===== src/rtl/backward_burst_arbiter.sv =====
// rtl/backward_burst_arbiter.sv - per-master response-path round-robin burst arbiter
module backward_burst_arbiter #(
  parameter int masters            = 2,
  parameter int slaves             = 2,
  parameter int i_am_master_number = 0,
  parameter int max_beats          = 256
) (
  input  logic                             ACLK,
  input  logic                             ARESET,
  input  logic                             slave_fifo_empty  [0:slaves-1],
  input  logic [$clog2(masters)-1:0]       slave_master_dest [0:slaves-1],
  input  logic                             slave_fifo_last   [0:slaves-1],
  input  logic                             master_fifo_full,
  output logic                             grant_valid,
  output logic [$clog2(slaves)-1:0]        grant_slave_number,
  output logic [slaves-1:0]                slave_fifo_pop,
  output logic                             master_fifo_push,
  output logic [$clog2(max_beats+1)-1:0]   beat_count,
  output logic                             burst_error
);

  localparam int SW = $clog2(slaves);
  localparam int MW = $clog2(masters);
  localparam int BW = $clog2(max_beats+1);
  localparam logic [MW-1:0] my_id     = MW'(i_am_master_number);
  localparam logic [BW-1:0] beat_limit = BW'(max_beats-1);
  localparam logic [SW-1:0] last_slave = SW'(slaves-1);

  typedef enum logic {IDLE, LOCKED} state_t;

  state_t          state, state_next;
  logic [SW-1:0]   rr_ptr;
  logic [slaves-1:0] req;
  logic [SW-1:0]   winner;
  logic            any_req;
  logic            fire;
  logic            last_beat;
  logic            at_limit;
  logic            end_burst;

  // A slave requests when its head beat is present and belongs to this master
  always_comb begin
    req = '0;
    for (int i = 0; i < slaves; i++) begin
      req[i] = ~slave_fifo_empty[i] & (slave_master_dest[i] == my_id);
    end
  end

  // Round-robin pick: scan downward so the candidate closest to rr_ptr wins
  always_comb begin
    winner  = '0;
    any_req = |req;
    for (int k = slaves-1; k >= 0; k--) begin
      if (req[(int'(rr_ptr) + k) % slaves]) begin
        winner = SW'((int'(rr_ptr) + k) % slaves);
      end
    end
  end

  assign grant_valid = (state == LOCKED);
  assign fire        = grant_valid & req[grant_slave_number] & ~master_fifo_full;
  assign last_beat   = slave_fifo_last[grant_slave_number];
  assign at_limit    = (beat_count == beat_limit);
  assign end_burst   = fire & (last_beat | at_limit);

  // State register
  always_ff @(posedge ACLK or posedge ARESET) begin
    if (ARESET) begin
      state <= IDLE;
    end else begin
      state <= state_next;
    end
  end

  // Next-state and transfer strobes; pops only ever target the locked slave
  always_comb begin
    state_next       = state;
    slave_fifo_pop   = '0;
    master_fifo_push = 1'b0;
    case (state)
      IDLE: begin
        if (any_req) begin
          state_next = LOCKED;
        end
      end
      LOCKED: begin
        slave_fifo_pop[grant_slave_number] = fire;
        master_fifo_push                   = fire;
        if (end_burst) begin
          state_next = IDLE;
        end
      end
      default: state_next = IDLE;
    endcase
  end

  // Grant latch, rotation pointer, beat counter and sticky runaway flag
  always_ff @(posedge ACLK or posedge ARESET) begin
    if (ARESET) begin
      rr_ptr             <= '0;
      grant_slave_number <= '0;
      beat_count         <= '0;
      burst_error        <= 1'b0;
    end else begin
      if ((state == IDLE) && any_req) begin
        grant_slave_number <= winner;
      end
      if (end_burst) begin
        beat_count <= '0;
        rr_ptr     <= (grant_slave_number == last_slave) ? '0
                                                         : grant_slave_number + SW'(1);
        if (!last_beat) begin
          burst_error <= 1'b1;
        end
      end else if (fire) begin
        beat_count <= beat_count + BW'(1);
      end
    end
  end

endmodule


===== config.mk =====
export PLATFORM = sky130hd
export DESIGN_NAME = backward_burst_arbiter
export DESIGN_NICKNAME = d
export VERILOG_FILES = /design/src/rtl/backward_burst_arbiter.sv
export SDC_FILE = /design/constraint.sdc
export NUM_CORES = 1
export LEC_CHECK = 0
export CAP_MARGIN = 40
export CELL_PAD_IN_SITES_DETAIL_PLACEMENT = 1
export CELL_PAD_IN_SITES_GLOBAL_PLACEMENT = 1
export CORE_ASPECT_RATIO = 1.25
export CORE_UTILIZATION = 34
export DETAILED_ROUTE_END_ITERATION = 12
export PLACE_DENSITY = 0.79
export SLEW_MARGIN = 5
export SYNTH_ARGS = -nofsm -noshare
export SYNTH_HDL_FRONTEND = slang
export SYNTH_SLANG_ARGS = --single-unit
export TNS_END_PERCENT = 10

===== constraint.sdc =====
create_clock -name ACLK -period 6 [get_ports ACLK]
set_clock_uncertainty 0.2 [all_clocks]
set_input_delay 1.5 -clock ACLK [delete_from_list [all_inputs] [get_ports ACLK]]
set_output_delay 1.5 -clock ACLK [all_outputs]
set_load 0.05 [all_outputs]

==> Yosys cells after proc, flatten, opt, wreduce, memory -nomap -nowiden <==
Cells that the tools add are included.
Widths: inputs -> output; s select.
{ "op_classes": {"addsub": 3, "n_lt_le_gt_ge": 5, "n_eq_ne": 1, "n_mux": 22, "bitwise": 16, "reduce_logical": 5} }
{ "ops": {"columns": ["operator", "count"], "rows": [
  ["$mux 9", 2],
  ["$mux 1", 17],
  ["$add 9x1->9 const B", 1],
  ["$eq 9x8->1 const B", 1],
  ["$not 1->1", 7],
  ["$and 1x1->1", 5],
  ["$lt 1x2->1 const B", 2],
  ["$lt 2x3->1 const B", 1],
  ["$add 1x1->1 const B", 2],
  ["$and 2x2->2", 1],
  ["$ge 2x2->1 const B", 1],
  ["$logic_and 1x1->1", 2],
  ["$mux 2", 1],
  ["$not 1->2", 1],
  ["$pmux 1 s2", 1],
  ["$reduce_and 2->1", 1],
  ["$reduce_bool 2->1", 1],
  ["$reduce_or 2->1", 1],
  ["$and 1x1->1 const A", 1],
  ["$demux 1 s1", 1],
  ["$ge 1x1->1 const B", 1],
  ["$or 1x1->1", 1]
]} }
{ "totals": {"register_bits": 13, "output_inout_bits": 15} }

==> Longest topological paths before layout <==
Gate-level depths: netlist of run 1.
{ "depth": {"ltp_word": 9, "depth_mapped": 9, "mapped_depth_nobuf": 8} }

==> Least setup slack after synthesis of run 1 <==
Ideal clock, no wire load.
{ "synth_timing": {"path_kind": "input-to-output", "startpoint": "in slave_fifo_empty[0] (netlist name)", "endpoint": "out slave_fifo_pop[1]", "arrival_ns": 2.564, "required_time_ns": 4.300, "path_slack_ns": 1.736, "path_stages": 2, "path_buffers": 0, "cell_sequence": "or3b_1 -> nor2_1"} }
{ "synth_via": {"elab_chain_cells": 8} }
{ "synth_lines": {"columns": ["element", "line", "source"], "rows": [
  ["start: declaration", "10", "input logic slave_fifo_empty [0:slaves-1],"],
  ["$not 1->1", "45", "req[i] = ~slave_fifo_empty[i] & (slave_master_dest[i] == my_id);"],
  ["$and 1x1->1", "45", null],
  ["$mux 1 (not written as such) (2 in series)", "61", "assign fire = grant_valid & req[grant_slave_number] & ~master_fifo_full;"],
  ["$and 1x1->1 (2 in series)", "61", null],
  ["$and 2x2->2 (no source line)", null, null],
  ["$mux 2", "80", "case (state)"],
  ["end: declaration", "16", "output logic [slaves-1:0] slave_fifo_pop,"]
]} }
Every way passes these cells. The select of a mux whose other input is x is not followed.

==> Final worst setup path of run 1 <==
{ "layout_timing": {"startpoint": "in slave_fifo_empty[0] (netlist name)", "endpoint": "out master_fifo_push"} }
{ "layout_via": {"elab_chain_cells": 7} }
{ "layout_lines": {"columns": ["element", "line", "source"], "rows": [
  ["$not 1->1", "45", null],
  ["$and 1x1->1", "45", null],
  ["$mux 1 (not written as such) (2 in series)", "61", null],
  ["$and 1x1->1 (2 in series)", "61", null],
  ["$mux 1", "80", null],
  ["end: declaration", "17", "output logic master_fifo_push,"]
]} }
Every way passes these cells. The select of a mux whose other input is x is not followed.

==> results of run 1 <==
-- cell type report --
type	instances	share of cell area [%]
Multi-Input combinational cell	55	35.3
Timing Repair Buffer	23	23.6
Tap cell	20	2.57
Inverter	6	2.31
Sequential cell	13	33.4
Clock inverter	1	0.513
Clock buffer	3	2.31
-- cells in the mapped netlist, types with 2 or more instances --
cell | count | share of area, %
dfrtp_1 | 13 | 46
ha_1 | 2 | 3.6
inv_1 | 6 | 3.2
nand2_1 | 5 | 2.7
nand2b_1 | 5 | 4.4
nand3_1 | 2 | 1.4
nor2_1 | 7 | 3.7
nor3_1 | 3 | 2.1
o21ai_0 | 9 | 6.4
o22ai_1 | 2 | 1.8
o31ai_1 | 5 | 5.3
-- routing by layer --
layer  part of all wire [%]  global-route usage, %  wire length [um]
met1                     46                   24.0               826
met2                     48                   28.8               858
met3                    4.7                   3.45                85
met4                    1.9                   10.4                35
met5                      0                      0                 0
-- power by group through the flow --
stage | clock network, mW | registers, mW | logic (mW)
finish | 0.0565 | 0.129 | 0.171
global route | 0.0637 | 0.133 | 0.184
CTS | 0.0595 | 0.129 | 0.173
detailed placement | 0 | 0.130 | 0.171
global placement | 0 | 0.129 | 0.170
floorplan | 0 | 0.183 | 0.0588
-- how the worst max path moves through the flow --
stage                         from                 to  cells after the start
2_1_floorplan  slave_fifo_empty[0]  slave_fifo_pop[1]                      2
3_3_place_gp   slave_fifo_empty[0]   master_fifo_push                      5
3_5_place_dp   slave_fifo_empty[1]   master_fifo_push                      5
4_1_cts        slave_fifo_empty[0]   master_fifo_push                      5
5_1_grt        slave_fifo_empty[0]   master_fifo_push                      5
6_report       slave_fifo_empty[0]   master_fifo_push                      5
-- kinds of logic after synthesis --
| family | Yosys count |
|---|---|
| muxes | 1 |
| AOI/OAI and AO/OA | 23 |
| DFF | 13 |
| and+or+nand+nor | 29 |
| adders and majority gates | 2 |
| buffers and inverters | 8 |
-- worst reg2reg max path: stages, from the launching register on --
cell	delay (ns)
dfrtp_1	0.45
ha_1	0.25
and3_1	0.23
nand3_1	0.12
nor2_1	0.06
ha_1	0.27
nor2_1	0.32
nand2b_1	0.24
o31ai_1	0.30
-- through the flow --
step                      util (%)  cell area (sq um)  hold slack, ns  power (mW)  std cells
after floorplan                  -                703           0.272       0.242         76
after global placement        48.3                947           0.264       0.298        117
after detailed placement      48.3                947           0.267       0.301        117
after CTS                     49.7                975           0.288       0.361        121
after global routing          49.7                975           0.336       0.381        121
final                         49.7                975           0.278       0.356        121
-- registers in the layout, summed over array words and instances (netlist names) --
| register | count |
|---|---|
| beat_count | 9 |
| grant_valid | 1 |
| rr_ptr | 1 |
| grant_slave_number | 1 |
| burst_error | 1 |
==> flow_summary.json, run 1 <==
{
  "netlist_area_sq_um": 703,
  "irDropWorstVdd_mv": 0.222,
  "hold_start": "burst_error",
  "cp_slowest_cell": "clkdlybuf4s50_1",
  "place_hpwl_um": 1310,
  "min_path_type": "flop to flop",
  "gp_congestion": 0.825,
  "synth_edf_count": 0,
  "p_int_uw": 193,
  "num-fill-cells": 242,
  "fin_crit_ns": 5.35,
  "critPathTopFamily": "buffers and inverters",
  "avgSynthCellArea_sq_um": 9.25,
  "dp_slack_ns": 0.662,
  "synth_cell_types": 28,
  "drc_errors": 0,
  "cts_hold_buf": 0,
  "wirelength_um": 1810,
  "p_comb_share_pct": 48.0,
  "multi_input_area_sq_um": 344,
  "dr_total_vias": 688,
  "crit_buf_inv": 3,
  "cts.path.max_buffers": 2,
  "start_util_pct": 35.9,
  "rows": 18,
  "ant_nets": 0,
  "ff2ff_path_depth": 8,
  "antenna_cells": 0,
  "totalNegativeSetupSlack_ns": 0,
  "r2r_setup_slack_ns": 3.46,
  "p_clk_share_pct": 15.9,
  "syn2layout_area_growth_pct": 38.6,
  "cp_slowest_stage_delay_ns": 0.81,
  "synthAdderAreaFrac_pct": 3.56,
  "synthFlopType": "dfrtp_1",
  "grt_overflow_total": 0,
  "ff_latch_area_sq_um": 325,
  "dieArea_sq_mm": 0.00226,
  "synth_simple_gate_area_share_pct": 22.2,
  "ctsRootBufferMaster": "clkbuf_4",
  "synth-xor-area-share_pct": 0,
  "clock_sinks": 13,
  "grt_pass1_vias": 663,
  "tightest_slew_ns": 0.506,
  "crit_path_end_kind": "primary output",
  "cp_common_cell": "clkdlybuf4s50_1",
  "hold-path-endpoint": "burst_error",
  "tritoncts": "built",
  "cp_cell_sequence": "clkdlybuf4s50_1 > or3b_1 > a21o_1 > inv_1 > clkdlybuf4s50_1",
  "yosysWarnings": 0,
  "report.final.slew_viol_count": 0,
  "maxSlewHeadroom_pct": 66.2,
  "clk_pin_slew_ns": 0.08,
  "p_leak_nw": 0.393,
  "fmax_mhz": 187,
  "setup_ws_ns": 0.650,
  "final_common_cell": "clkdlybuf4s50_1",
  "drv_cap": 0,
  "required_ns": 4.30,
  "whs_path_depth": 2,
  "antenna_found_initial": 0,
  "seq_area_frac_synth_pct": 46.3,
  "numPortBuffers": 23,
  "ys_async_sr_fraction_pct": 100,
  "p_sw_share_pct": 45.8,
  "rr_endpoint": "beat_count[6]",
  "hold_viol": 0,
  "setup_viol": 0,
  "cts_setup_buffers": 0,
  "ioPinCount": 24,
  "synth_top_family_by_area": "simple AND/OR/NAND/NOR gates",
  "grt_usage_pct": 18.6,
  "fin_crit_sh_pct": 89.2,
  "dr.pass1.iters": 3,
  "power_density_mw_per_mm2": 365,
  "via_per_inst": 5.69,
  "worst-setup-path-type": "input port to primary output",
  "cp_max_fo": 14,
  "drt_iter0_drc": 6,
  "grt_max_degree": 15,
  "mostFrequentLayoutCells": "clkdlybuf4s50_1, dfrtp_1, o21ai_0, nor2_1, inv_1",
  "ys_ff_latch": 13,
  "status": "completed",
  "cts_buffers": 3,
  "grt_pass1_wl_um": 3070,
  "power.switching_uw": 163,
  "htreeDepth": 1,
  "coreArea_sq_mm": 0.00196,
  "post_cts_resized": 0,
  "postSynthCellCount": 76,
  "arrival_ns": 3.65,
  "die_h_um": 52.8,
  "regToRegStartpoint": "beat_count[0]",
  "fp.dieW_um": 42.7,
  "pwr-share-seq_pct": 36.1,
  "insertion_delay_ns": 0.28,
  "layout-drive-gt1-share_pct": 6.93,
  "rsz0062_at_grt": "false",
  "wl_per_cell_um": 14.9,
  "synth_compound_area_share_pct": 21.5,
  "synthMuxAreaShare_pct": 1.60,
  "fin_nets": 113,
  "synth_nets": 87,
  "start_kind": "input port"
}
Note: power is estimated with default switching activity, not from simulation.
==> run 2: changes to the inputs <==
- GPL_TIMING_DRIVEN: default -> 1
==> results of run 2 <==
The final DEF is identical to that of run 1; final timing and power are the same.
==> run 3: changes to the inputs <==
- CELL_PAD_IN_SITES_DETAIL_PLACEMENT: 1 -> 0
==> run 3 against run 2 <==
Sequential share of layout area is essentially flat. Register-to-register slack gained 0.06 ns. Largest power group unchanged. Clock power shrank 1%. Critical path depth unchanged. Clock-buffer cell count grew 1. Design area shrank 0.13%.
==> flow_summary.json, run 3 (synthesized netlist as in run 1, its figures left out) <==
{
  "fin_crit_sh_pct": 88.9,
  "via_per_inst": 5.54,
  "required_ns": 4.30,
  "wirelength_um": 1570,
  "grt_usage_pct": 15.5,
  "rr_endpoint": "beat_count[6]",
  "fin_nets": 113,
  "fp.dieW_um": 42.7,
  "ant_nets": 0,
  "die_h_um": 52.8,
  "regToRegStartpoint": "beat_count[0]",
  "ioPinCount": 24,
  "hold_viol": 0,
  "setup_viol": 0,
  "post_cts_resized": 0,
  "drt_iter0_drc": 12,
  "top_register": "beat_count",
  "total_power_uw": 352,
  "fin_crit_ns": 5.33,
  "largest_reg_flops": 9,
  "irDropWorstVdd_mv": 0.200,
  "dieArea_sq_mm": 0.00226,
  "ff2ff_path_depth": 8,
  "min_path_type": "flop to flop",
  "dr.pass1.iters": 4,
  "coreArea_sq_mm": 0.00196,
  "grt_max_degree": 15,
  "cp_max_fo": 14,
  "numPortBuffers": 23,
  "mostFrequentLayoutCells": "clkdlybuf4s50_1, dfrtp_1, o21ai_0, nor2_1, inv_1",
  "ctsRootBufferMaster": "clkbuf_4",
  "dr_total_vias": 670,
  "place_hpwl_um": 1140,
  "antenna_cells": 0,
  "wl_per_cell_um": 13.0,
  "drv_cap": 0,
  "clock_sinks": 13,
  "maxSlewHeadroom_pct": 65.8,
  "report.final.slew_viol_count": 0,
  "cts.path.max_buffers": 2,
  "status": "completed",
  "grt_pass1_vias": 591,
  "rsz0062_at_grt": "false",
  "drc_errors": 0,
  "start_kind": "input port",
  "layout-drive-gt1-share_pct": 5.94,
  "antenna_found_initial": 0,
  "p_leak_nw": 0.390,
  "power_density_mw_per_mm2": 362,
  "rows": 18,
  "gp_congestion": 0.825,
  "final_common_cell": "clkdlybuf4s50_1",
  "num-fill-cells": 203,
  "cts_setup_buffers": 0,
  "cts_hold_buf": 0,
  "htreeDepth": 1,
  "syn2layout_area_growth_pct": 38.4,
  "whs_path_depth": 2,
  "worst-setup-path-type": "input port to primary output",
  "tritoncts": "built",
  "insertion_delay_ns": 0.28,
  "multi_input_area_sq_um": 344,
  "arrival_ns": 3.63,
  "totalNegativeSetupSlack_ns": 0,
  "hold-path-endpoint": "burst_error",
  "crit_path_end_kind": "primary output",
  "r2r_setup_slack_ns": 3.52,
  "tightest_slew_ns": 0.511,
  "fmax_mhz": 188,
  "cts_buffers": 3,
  "start_util_pct": 35.9,
  "grt_overflow_total": 0,
  "ff_latch_area_sq_um": 325,
  "clk_pin_slew_ns": 0.08,
  "grt_pass1_wl_um": 2570,
  "hold_start": "burst_error"
}
run 3: cell types whose count changed in the layout (fill, tap and decap cells not counted), sizes merged:
cell | previous run | this run
clkbuf | 3 | 4
clkinv | 1 | 0
run 3: through the flow:
step / setup WS, ns / util [%] / hold slack [ns] / instance area, sq um / instances
2_1_floorplan: 1.74 / - / 0.272 / 703 / 76
3_3_place_gp: 0.697 / 48.3 / 0.264 / 947 / 117
3_5_place_dp: 0.681 / 48.3 / 0.257 / 947 / 117
4_1_cts: 0.666 / 49.7 / 0.277 / 973 / 121
5_1_grt: 0.574 / 49.7 / 0.319 / 973 / 121
6_report: 0.669 / 49.7 / 0.269 / 973 / 121
run 3: area by class of cell:
cell class	count	share of cell area (%)
flip-flops and latches	13	33.4
well taps	20	2.57
clock buffers	4	2.70
repair buffers	23	23.7
multi-input cells	55	35.3
inverters	6	2.31
run 3: report_power, final:
part	leakage, nW	internal, mW	switching [mW]
registers	0.165	0.107	0.0198
clock network	0.0150	0.0258	0.0301
logic	0.210	0.0611	0.108
run 3: worst max-delay path by stage:
stage / startpoint / cells after the start / end
after floorplan: slave_fifo_empty[0] / 2 / slave_fifo_pop[1]
after global placement: slave_fifo_empty[0] / 5 / master_fifo_push
after detailed placement: slave_fifo_empty[0] / 5 / master_fifo_push
after CTS: slave_fifo_empty[0] / 5 / master_fifo_push
after global routing: slave_fifo_empty[0] / 5 / master_fifo_push
final: slave_fifo_empty[0] / 5 / master_fifo_push
run 3: critical path: stages:
cell	delay [ns]
clkdlybuf4s50_1	0.44
or3b_1	0.43
a21o_1	0.31
inv_1	0.14
clkdlybuf4s50_1	0.81
run 3: routing by layer:
metal / global-route usage, % / up-vias / share of wire [%]
li1: - / 331 / -
met1: 19.4 / 309 / 46
met2: 24.7 / 25 / 45
met3: 2.41 / 5 / 6.2
met4: 9.38 / 0 / 2.5
met5: 0 / - / 0
